**src/rtl/team_06_prog_clkdiv.sv**
```systemverilog
// team_06_prog_clkdiv: multi-channel run-time programmable clock divider / tick generator.
// Each channel produces a square-wave enable clock, a registered rising-edge tick and a
// one-shot completion flag. Divisors written while a channel runs take effect at its next wrap.
// Optional macro TEAM_06_CLKDIV_SYNC_EN adds a 'sync' input that phase-aligns all enabled channels.
module team_06_prog_clkdiv #(
    parameter int NCH         = 2,
    parameter int WIDTH       = 16,
    parameter int DEFAULT_DIV = 1,
    localparam int SELW       = (NCH > 1) ? $clog2(NCH) : 1
) (
    input  logic             clk,
    input  logic             rst,
    input  logic [NCH-1:0]   en,
    input  logic             cfg_wr,
    input  logic [SELW-1:0]  cfg_sel,
    input  logic [WIDTH-1:0] cfg_div,
    input  logic             cfg_oneshot,
`ifdef TEAM_06_CLKDIV_SYNC_EN
    input  logic             sync,
`endif
    output logic [NCH-1:0]   clk_out,
    output logic [NCH-1:0]   tick,
    output logic [NCH-1:0]   done
);

    logic sel_valid;
    logic sync_hit;

    // Writes addressing a channel that does not exist are dropped here.
    assign sel_valid = cfg_wr && (int'(cfg_sel) < NCH);

`ifdef TEAM_06_CLKDIV_SYNC_EN
    assign sync_hit = sync;
`else
    assign sync_hit = 1'b0;
`endif

    genvar i;
    for (i = 0; i < NCH; i++) begin : g_ch
        logic [WIDTH-1:0] counter, counter_n;
        logic [WIDTH-1:0] active_div, active_div_n;
        logic [WIDTH-1:0] pend_div, pend_div_n;
        logic             oneshot, oneshot_n;
        logic             pend_os, pend_os_n;
        logic             pend_valid, pend_valid_n;
        logic             clk_q, clk_n;
        logic             tick_q, tick_n;
        logic             done_q, done_n;
        logic             wr_here;

        assign wr_here = sel_valid && (cfg_sel == SELW'(i));

        // Next-state for one channel: idle/realign, one-shot count, free-run count, then config write.
        always_comb begin
            counter_n    = counter;
            active_div_n = active_div;
            pend_div_n   = pend_div;
            oneshot_n    = oneshot;
            pend_os_n    = pend_os;
            pend_valid_n = pend_valid;
            clk_n        = clk_q;
            tick_n       = 1'b0;
            done_n       = done_q;

            if (!en[i] || sync_hit) begin
                counter_n = '0;
                clk_n     = 1'b0;
                done_n    = 1'b0;
                if (pend_valid) begin
                    active_div_n = pend_div;
                    oneshot_n    = pend_os;
                    pend_valid_n = 1'b0;
                end
            end else if (oneshot) begin
                clk_n = 1'b0;
                if (done_q) begin
                    if (pend_valid) begin
                        active_div_n = pend_div;
                        oneshot_n    = pend_os;
                        pend_valid_n = 1'b0;
                        counter_n    = '0;
                        done_n       = 1'b0;
                    end
                end else if (counter == active_div) begin
                    tick_n = 1'b1;
                    done_n = 1'b1;
                end else begin
                    counter_n = counter + WIDTH'(1);
                end
            end else begin
                if (counter == active_div) begin
                    counter_n = '0;
                    if (pend_valid) begin
                        active_div_n = pend_div;
                        oneshot_n    = pend_os;
                        pend_valid_n = 1'b0;
                    end
                    if (oneshot_n) begin
                        clk_n = 1'b0;
                    end else begin
                        clk_n  = ~clk_q;
                        tick_n = ~clk_q;
                    end
                end else begin
                    counter_n = counter + WIDTH'(1);
                end
            end

            if (wr_here) begin
                if (en[i]) begin
                    pend_div_n   = cfg_div;
                    pend_os_n    = cfg_oneshot;
                    pend_valid_n = 1'b1;
                end else begin
                    active_div_n = cfg_div;
                    oneshot_n    = cfg_oneshot;
                    pend_valid_n = 1'b0;
                end
            end
        end

        // Channel state register; everything returns to defaults on rst without a clock.
        always_ff @(posedge clk or posedge rst) begin
            if (rst) begin
                counter    <= '0;
                active_div <= WIDTH'(DEFAULT_DIV);
                pend_div   <= WIDTH'(DEFAULT_DIV);
                oneshot    <= 1'b0;
                pend_os    <= 1'b0;
                pend_valid <= 1'b0;
                clk_q      <= 1'b0;
                tick_q     <= 1'b0;
                done_q     <= 1'b0;
            end else begin
                counter    <= counter_n;
                active_div <= active_div_n;
                pend_div   <= pend_div_n;
                oneshot    <= oneshot_n;
                pend_os    <= pend_os_n;
                pend_valid <= pend_valid_n;
                clk_q      <= clk_n;
                tick_q     <= tick_n;
                done_q     <= done_n;
            end
        end

        assign clk_out[i] = clk_q;
        assign tick[i]    = tick_q;
        assign done[i]    = done_q;
    end

endmodule

```
**config.mk**
```make
export PLATFORM = sky130hd
export DESIGN_NAME = team_06_prog_clkdiv
export DESIGN_NICKNAME = d
export VERILOG_FILES = /design/src/rtl/team_06_prog_clkdiv.sv
export SDC_FILE = /design/constraint.sdc
export NUM_CORES = 1
export LEC_CHECK = 0
export ABC_AREA = 1
export CAP_MARGIN = 20
export CELL_PAD_IN_SITES_DETAIL_PLACEMENT = 1
export CELL_PAD_IN_SITES_GLOBAL_PLACEMENT = 1
export CORE_MARGIN = 1
export CORE_UTILIZATION = 45
export CTS_BUF_LIST = sky130_fd_sc_hd__clkbuf_8
export DETAILED_ROUTE_END_ITERATION = 10
export HOLD_SLACK_MARGIN = 0.02
export PLACE_DENSITY_LB_ADDON = 0.1
export SYNTH_ARGS = -nofsm -noshare
export SYNTH_HDL_FRONTEND = slang
export SYNTH_SLANG_ARGS = --single-unit
```
**constraint.sdc**
```tcl
create_clock -name clk -period 8.2 [get_ports clk]
set_clock_uncertainty 0.2 [all_clocks]
set_input_delay 1.64 -clock clk [delete_from_list [all_inputs] [get_ports clk]]
set_output_delay 1.64 -clock clk [all_outputs]
set_load 0.05 [all_outputs]
```
Word-level counts from Yosys, hierarchy flattened
Cells that the tools add are included.
Word-level totals
  flip-flop bits (word level): 108
  input bits: 23
  output and inout bits: 6
  word-level logic and storage cells: 133
Operators by class
  add/sub/neg operators: 2
  eq/ne operators: 14
  multiplexer cells: 88
  bitwise logic cells: 3
  reductions and logical operators: 8
Operator list (count)
  $mux 16: 26
  $mux 1: 62
  $add 16x1->16 const B: 2
  $eq 16x16->1: 2
  $ne 4x4->1 const B: 4
  $reduce_and 2->1: 6
  $ne 4x1->1 const B: 2
  $ne 4x2->1 const B: 2
  $ne 3x1->1 const B: 2
  $ne 2x1->1 const B: 2
  $not 1->1: 3
  $logic_and 1x1->1: 2

Logic depth before layout (Yosys ltp)
Gate-level depths: netlist (run 1).
  word-level depth: 9
  depth in mapped cells: 14
  gate-level depth less buffers: 13

Worst setup path before layout (run 1)
Ideal clock, no wire load.
  kind: in2reg
  start point: input en[1]
  end point: register g_ch[1].counter[2]
  setup time: 0.071 ns
  arrival: 2.703 ns
  required time: 7.929 ns
  path slack: 5.225 ns
  stages: 9
  path buffers: 2
  cell sequence: buf_2 -> nand2_1 -> inv_1 -> nand3_1 -> nand2_2 -> buf_6 -> o21ai_0 -> inv_1 -> nor2_1
On the way
  longest elaborated chain between the ends: 2
  elaborated cells between the ends (all ways): 4
  those cells by class: eq/ne (2); mux (1); reduce/logical (1)
Ends and longest elaborated chain
  start: declaration: RTL line 13  | input logic [NCH-1:0] en,
  $ne 4x4->1 (no source line)
  $reduce_and 2->1 (no source line)
  end signal: assignment: RTL line 135  | counter <= counter_n;
  end: declaration: RTL line 40  | logic [WIDTH-1:0] counter, counter_n;
Several ways; a longest one is shown, not always the timed one.
A chain may end at the register's enable or synchronous reset.

Worst setup path in the final report (run 1)
  start point: input en[1]
  end point: register g_ch[1].counter[4]
Same word-level chain as after synthesis.

==> results of run 1 <==
## layout make-up
cell class                 instances  area [um2]  area share
multi-input combinational        769        3530       0.467
sequential                       108        2710       0.358
inverter                         133         502      0.0663
timing repair buffer              37         388      0.0513
tap                              188         235      0.0311
clock buffer                       9         124      0.0164
clock inverter                     6        80.1      0.0106
## power breakdown
group | leakage (nW) | internal [mW] | switching [mW]
combinational | 2.15 | 0.137 | 0.249
sequential | 1.39 | 0.615 | 0.0829
clock | 0.109 | 0.169 | 0.197
total | 3.64 | 0.921 | 0.529
## layer usage
metal  part of all wire  track usage
met1               0.51        0.399
met5                  0            0
met2               0.45        0.445
met3              0.030       0.0375
met4             0.0088       0.0665
## flip-flops by register name, indices dropped and copies added, names as in the netlist
signal / cells
g_ch.counter: 32
g_ch.pend_os: 2
g_ch.active_div: 32
g_ch.tick_q: 2
g_ch.clk_q: 2
g_ch.done_q: 2
g_ch.pend_valid: 2
g_ch.pend_div: 32
g_ch.oneshot: 2
## placed cells by master, fill, tap and decap left out, types with 2 or more instances in the layout
cell type / Yosys / final
nand2_1: 396 / 396
dfstp_2: 4 / 4
nor2_1: 57 / 57
clkinv_2: 0 / 4
ha_1: 2 / 2
a21oi_1: 34 / 34
inv_1: 119 / 118
nand3_1: 47 / 47
o22ai_1: 2 / 2
dfrtp_1: 104 / 104
nor2_2: 3 / 3
buf_16: 0 / 2
bufinv_16: 0 / 2
nand2_2: 8 / 8
o211ai_1: 15 / 15
buf_4: 8 / 7
o2111ai_1: 4 / 4
o21ai_1: 5 / 5
nor2_4: 3 / 3
nand4_1: 43 / 43
nor3_1: 7 / 7
clkdlybuf4s50_1: 0 / 28
o21ai_0: 124 / 124
inv_2: 14 / 14
mux2_2: 3 / 3
clkbuf_8: 0 / 9
xor2_1: 7 / 7
## cell families (layout without fill, tap and decap cells)
kind of cell | after synthesis | count (layout) | share of synthesized area
buffers and inverters | 186 | 185 | 0.112
flip-flops | 108 | 108 | 0.386
multiplexers | 3 | 3 | 0.00481
adder cells (fa/ha/maj) | 2 | 2 | 0.00356
AND/OR/NAND/NOR | 569 | 569 | 0.342
AO/OA/AOI/OAI | 187 | 187 | 0.142
XOR/XNOR | 8 | 8 | 0.00998
## how the worst min path moves through the flow
stage / cells after the start / to
after floorplan: 2 / g_ch[1].pend_div[14]
after global placement: 2 / g_ch[1].pend_div[14]
after detailed placement: 2 / g_ch[1].pend_div[14]
after CTS: 2 / g_ch[1].pend_div[14]
after global routing: 2 / g_ch[0].active_div[0]
final: 2 / g_ch[1].pend_div[0]
## critical path, delay by kind of cell
kind          cells  cell delay (ns)
buf+inv           4             1.10
simple gates      6             1.33
==> reports/qor.txt, run 1 <==
CTS tree = built
Endpoint type of the worst setup path = flip-flop
Ports = 29
RR Endpoint = g_ch[1].active_div[14]
CTS Buf Count = 9
Top-count cell post-synth = nand2_1
DR DRC count = 0
Ys async rst share = 1.00
CTS root buf = clkbuf_8
Predominant post-synthesis flop cell = dfrtp_1
Area grow syn2layout = 7.75%
Syn Nets = 1088
Relative slew margins = 0.356
Dpl hpwl = 14800 um
GRT Util Overall = 0.279
GPL Wtd Cong = 0.816
Cell variety after synth = 36
Critical path, cell by cell = clkdlybuf4s50_1 -> buf_4 -> nand2_1 -> inv_1 -> nand3_1 -> nand2_2 -> inv_2 -> nand2_1 -> nand2_1 -> nor2_1
Antenna violations before repair = 0
Via density per instance = 5.47
Overflow after GRT = 0
Fmax = 254 MHz
Reg2Reg Depth = 13
Final slew viol count = 0
Placement Cell Area = 0.00731 mm2
R2R Path Start = g_ch[1].counter[14]
Flops & latches, synth = 108
Class of the worst hold path = flip-flop to flip-flop
Status = complete, no violations
Total Power = 1.45 mW
CP Max Fanout = 23
Required time of the critical path = 8.34 ns
CP max stage delay = 0.48 ns
Reg clk slew, reported paths = 0.10 ns
Leading area contributor after synthesis = dfrtp_1
Critical path arrival = 4.08 ns
N_diodes = 0
Count of final setup violators = 0
PostCTS Resize Cnt = 0
Fill cells = 2065
Min Hold Slack = 0.315 ns
Drt wl/cell = 16.6 um
Fin crit share = 0.481
Synth warn = 0
DR vias = 6833
Synthesized instance count = 1063
Final Hold Vio Count = 0
Crit path from = en[1]
LEAKAGE = 3.64 nW
Site row count = 45
Post-CTS setup buffers = 0
Final TNS setup = 0 ns
Post-layout util = 0.498
Worst Hold Launch = g_ch[1].pend_div[0]
Pre-CTS setup slack = 3.76 ns
Final non-filler cell total = 1250
Crit-path most repeated cell = nand2_1
Final worst slack = 4.26 ns
Worst-Margin Slew = 0.964 ns
Mapped Area = 0.00702 mm2
Worst setup endpoint = g_ch[1].counter[4]
CP Launch Type = input port
Final Critical Period = 3.94 ns
Hold Buf Count CTS = 0
Design Area, Final = 0.00757 mm2
Worst setup path class = input port to flip-flop
Core box area = 0.0152 mm2
Area share of the largest cell type after synthesis = 0.371
Commonest cells in the synthesized netlist = nand2_1 (396), o21ai_0 (124), inv_1 (119)
First-pass DRT Iterations = 5
EDFF count, synth = 0
Final WL = 20700 um
# nets final = 1083
Synth area leaders = dfrtp_1 (37%), nand2_1 (21%), o21ai_0 (8.8%)
Worst IR drop on VDD = 0.0937 mV
Number of max-cap violations = 0
Vias in the first global route = 6903
Die Ht = 127 um
Pwr Density = 192 mW/mm2
RSZ-0062 raised after global routing = no
Die W = 127 um
Clock tree buffer depth = 2
Reg-to-reg slack, setup = 5.52 ns
Clock sinks = 108
Die area = 0.0161 mm2
Detail Route Antenna Nets = 0
Largest net degree at the start of global routing = 57
Layout cell share with drive strength beyond 1 = 0.0603
Htree depth = 3
IO buf count = 28
Register area share after synthesis = 0.386
Initial DRC count = 361
Worst skew pair latency = 0.40 ns
Dpl cells = 1233
Critical path's slowest cell = nand2_1
Avg Inst Size Synth = 6.61 um2
Starting density of the core = 0.462
First-pass GRT wire length = 35600 um
(Power assumes the default switching activity.)
==> inputs of run 2 (changes only) <==
- CORE_UTILIZATION: 45 -> 41
- clock period: 8.2 -> 3.5 ns (I/O delays scaled with it)
==> reports/qor.txt, run 2 (synthesis results as in run 1) <==
Psw = 1.22 mW (+130%)
Final TNS setup = 0 ns (unchanged)
Worst IR drop on VDD = 0.174 mV (+86%)
Min Hold Slack = 0.300 ns (-0.0150 ns)
Die Ht = 133 um (+4.7%)
Count of final setup violators = 0 (unchanged)
IO buf count = 28 (unchanged)
Final Critical Period = 2.80 ns
Worst skew pair latency = 0.40 ns (about the same)
Combinational share of power = 0.269 (+0.003)
PostCTS Resize Cnt = 0 (unchanged)
Status = complete, no violations
Core box area = 0.0166 mm2 (+9.5%)
Hold Path Depth = 2 (unchanged)
Via density per instance = 5.25 (-3.9%)
Die W = 133 um (+4.7%)
Layout cell share with drive strength beyond 1 = 0.0645 (+0.00422)
Class of the worst hold path = flip-flop to flip-flop
Worst Hold Path EP = g_ch[1].pend_div[14]
Critical path's slowest cell = clkdlybuf4s50_1
Hold Buf Count CTS = 0 (unchanged)
Area grow syn2layout = 8.61%
# nets final = 1090 (+0.65%)
CTS tree = built
Fmax = 357 MHz
Clock power frac = 0.245 (-0.007)
Biggest regs = g_ch.active_div x32, g_ch.counter x32, g_ch.pend_div x32
Int Power = 2.13 mW (+130%)
Die area = 0.0177 mm2 (+9.6%)
Relative slew margins = 0.621 (+0.265)
DR vias = 6776 (-0.83%)
Detail Route Antenna Nets = 0 (unchanged)
Dpl hpwl = 15300 um (+3.3%)
Sw frac = 0.364 (-0.000568)
Clock sinks = 108 (unchanged)
RSZ-0062 raised after global routing = no
Antenna violations before repair = 0 (unchanged)
First-pass DRT Iterations = 4 (-1)
Critical path, cell by cell = clkdlybuf4s50_1
WP depth = 1 (-9)
Critical path's top delay family = buffers and inverters
CTS Buf Count = 9 (unchanged)
Sequential share of power = 0.486 (+0.005)
GRT Util Overall = 0.250 (-0.0286)
Vias in the first global route = 6878 (-0.36%)
Worst-Margin Slew = 0.568 ns (-0.397 ns)
LEAKAGE = 3.66 nW (+0.51%)
Required time of the critical path = 2.60 ns (-5.74 ns)
GPL Wtd Cong = 0.848 (+3.9%)
Endpoint type of the worst setup path = primary output
Number of max-cap violations = 0 (unchanged)
Worst setup path class = flip-flop to primary output
Fill cells = 2212 (+7.1%)
Reg-to-reg slack, setup = 1.00 ns (-4.52 ns)
Critical path arrival = 1.90 ns (-2.18 ns)
Dpl cells = 1274 (+3.3%)
Commonest non-fill, non-tap cells in the layout = nand2_1 (396), o21ai_0 (124), inv_1 (121)
N_diodes = 0 (unchanged)
Site row count = 47 (+4.4%)
R2R Path Start = g_ch[0].counter[0]
DR DRC count = 0 (unchanged)
Final slew viol count = 0 (unchanged)
CTS root buf = clkbuf_8
Htree depth = 3 (unchanged)
Final Hold Vio Count = 0 (unchanged)
Starting density of the core = 0.422 (-0.0400)
Initial DRC count = 365 (+1.1%)
Reg2Reg Depth = 10 (-3)
Fin crit share = 0.799
Final non-filler cell total = 1290 (+3.2%)
Clock tree buffer depth = 2 (unchanged)
Worst Hold Launch = g_ch[1].pend_div[14]
Most common cell after layout, fill and taps aside = nand2_1
RR Endpoint = g_ch[0].counter[8]
Ports = 29 (unchanged)
CP Launch Type = flip-flop
Reg clk slew, reported paths = 0.11 ns (about the same)
Final WL = 20500 um (-1.2%)
Overflow after GRT = 0 (unchanged)
Pwr Density = 439 mW/mm2 (+130%)
CP bufs+invs = 1 (-3)
First-pass GRT wire length = 35500 um (-0.29%)
CP max stage delay = 0.89 ns (+0.41 ns)
CP Max Fanout = 11 (-52%)
Largest net degree at the start of global routing = 37 (-35%)
Post-CTS setup buffers = 0 (unchanged)
Drt wl/cell = 15.9 um (-4.3%)
[run 2: cell types whose count changed in the layout (fill, tap and decap cells not counted), moves of 2 or more]
cell      change
buf_16        -2
buf_4         +8
clkbuf_8      +2
clkinv_2      -3
inv_1         +3
[run 2: layout make-up]
cell class              count  area [um2]  area share
repair buffers             44         413      0.0541
multi-input cells         769        3530       0.463
well taps                 220         275      0.0361
inverters                 133         503      0.0659
clock inverters             5        46.3     0.00607
flip-flops and latches    108        2710       0.355
clock buffers              11         151      0.0198
[run 2: power groups by stage]
stage	clock network (mW)	logic (mW)	registers, mW
after CTS	0.843	0.911	1.63
after global placement	0	0.878	1.65
after detailed placement	0	0.905	1.65
final	0.819	0.901	1.63
after global routing	0.879	1.06	1.66
after floorplan	0	0.695	1.58
[run 2: worst max-delay path by stage]
stage	startpoint	end	slack (ns)
2_1_floorplan	rst	g_ch[0].active_div[10]	1.30
3_3_place_gp	en[0]	g_ch[0].counter[8]	0.65
3_5_place_dp	cfg_wr	g_ch[0].pend_div[10]	0.68
4_1_cts	g_ch[0].done_q	done[0]	0.69
5_1_grt	g_ch[0].done_q	done[0]	0.66
6_report	g_ch[0].done_q	done[0]	0.70
[run 2: metrics by stage]
stage / total power [mW] / util / setup WS (ns) / area (um2)
global placement: 2.53 / 0.446 / 0.653 / 7430
finish: 3.35 / 0.458 / 0.702 / 7630
floorplan: 2.28 / - / 1.30 / 7030
CTS: 3.38 / 0.458 / 0.694 / 7630
detailed placement: 2.56 / 0.446 / 0.678 / 7430
global route: 3.60 / 0.458 / 0.662 / 7630
[run 2: routing by layer]
| layer | vias to the layer above | wire (um) | share of wire | track usage |
|---|---|---|---|---|
| met5 | - | 0 | 0 | 0 |
| met3 | 21 | 475 | 0.023 | 0.0230 |
| li1 | 3405 | - | - | - |
| met2 | 86 | 9050 | 0.44 | 0.383 |
| met1 | 3264 | 10600 | 0.52 | 0.370 |
| met4 | 0 | 325 | 0.016 | 0.0785 |
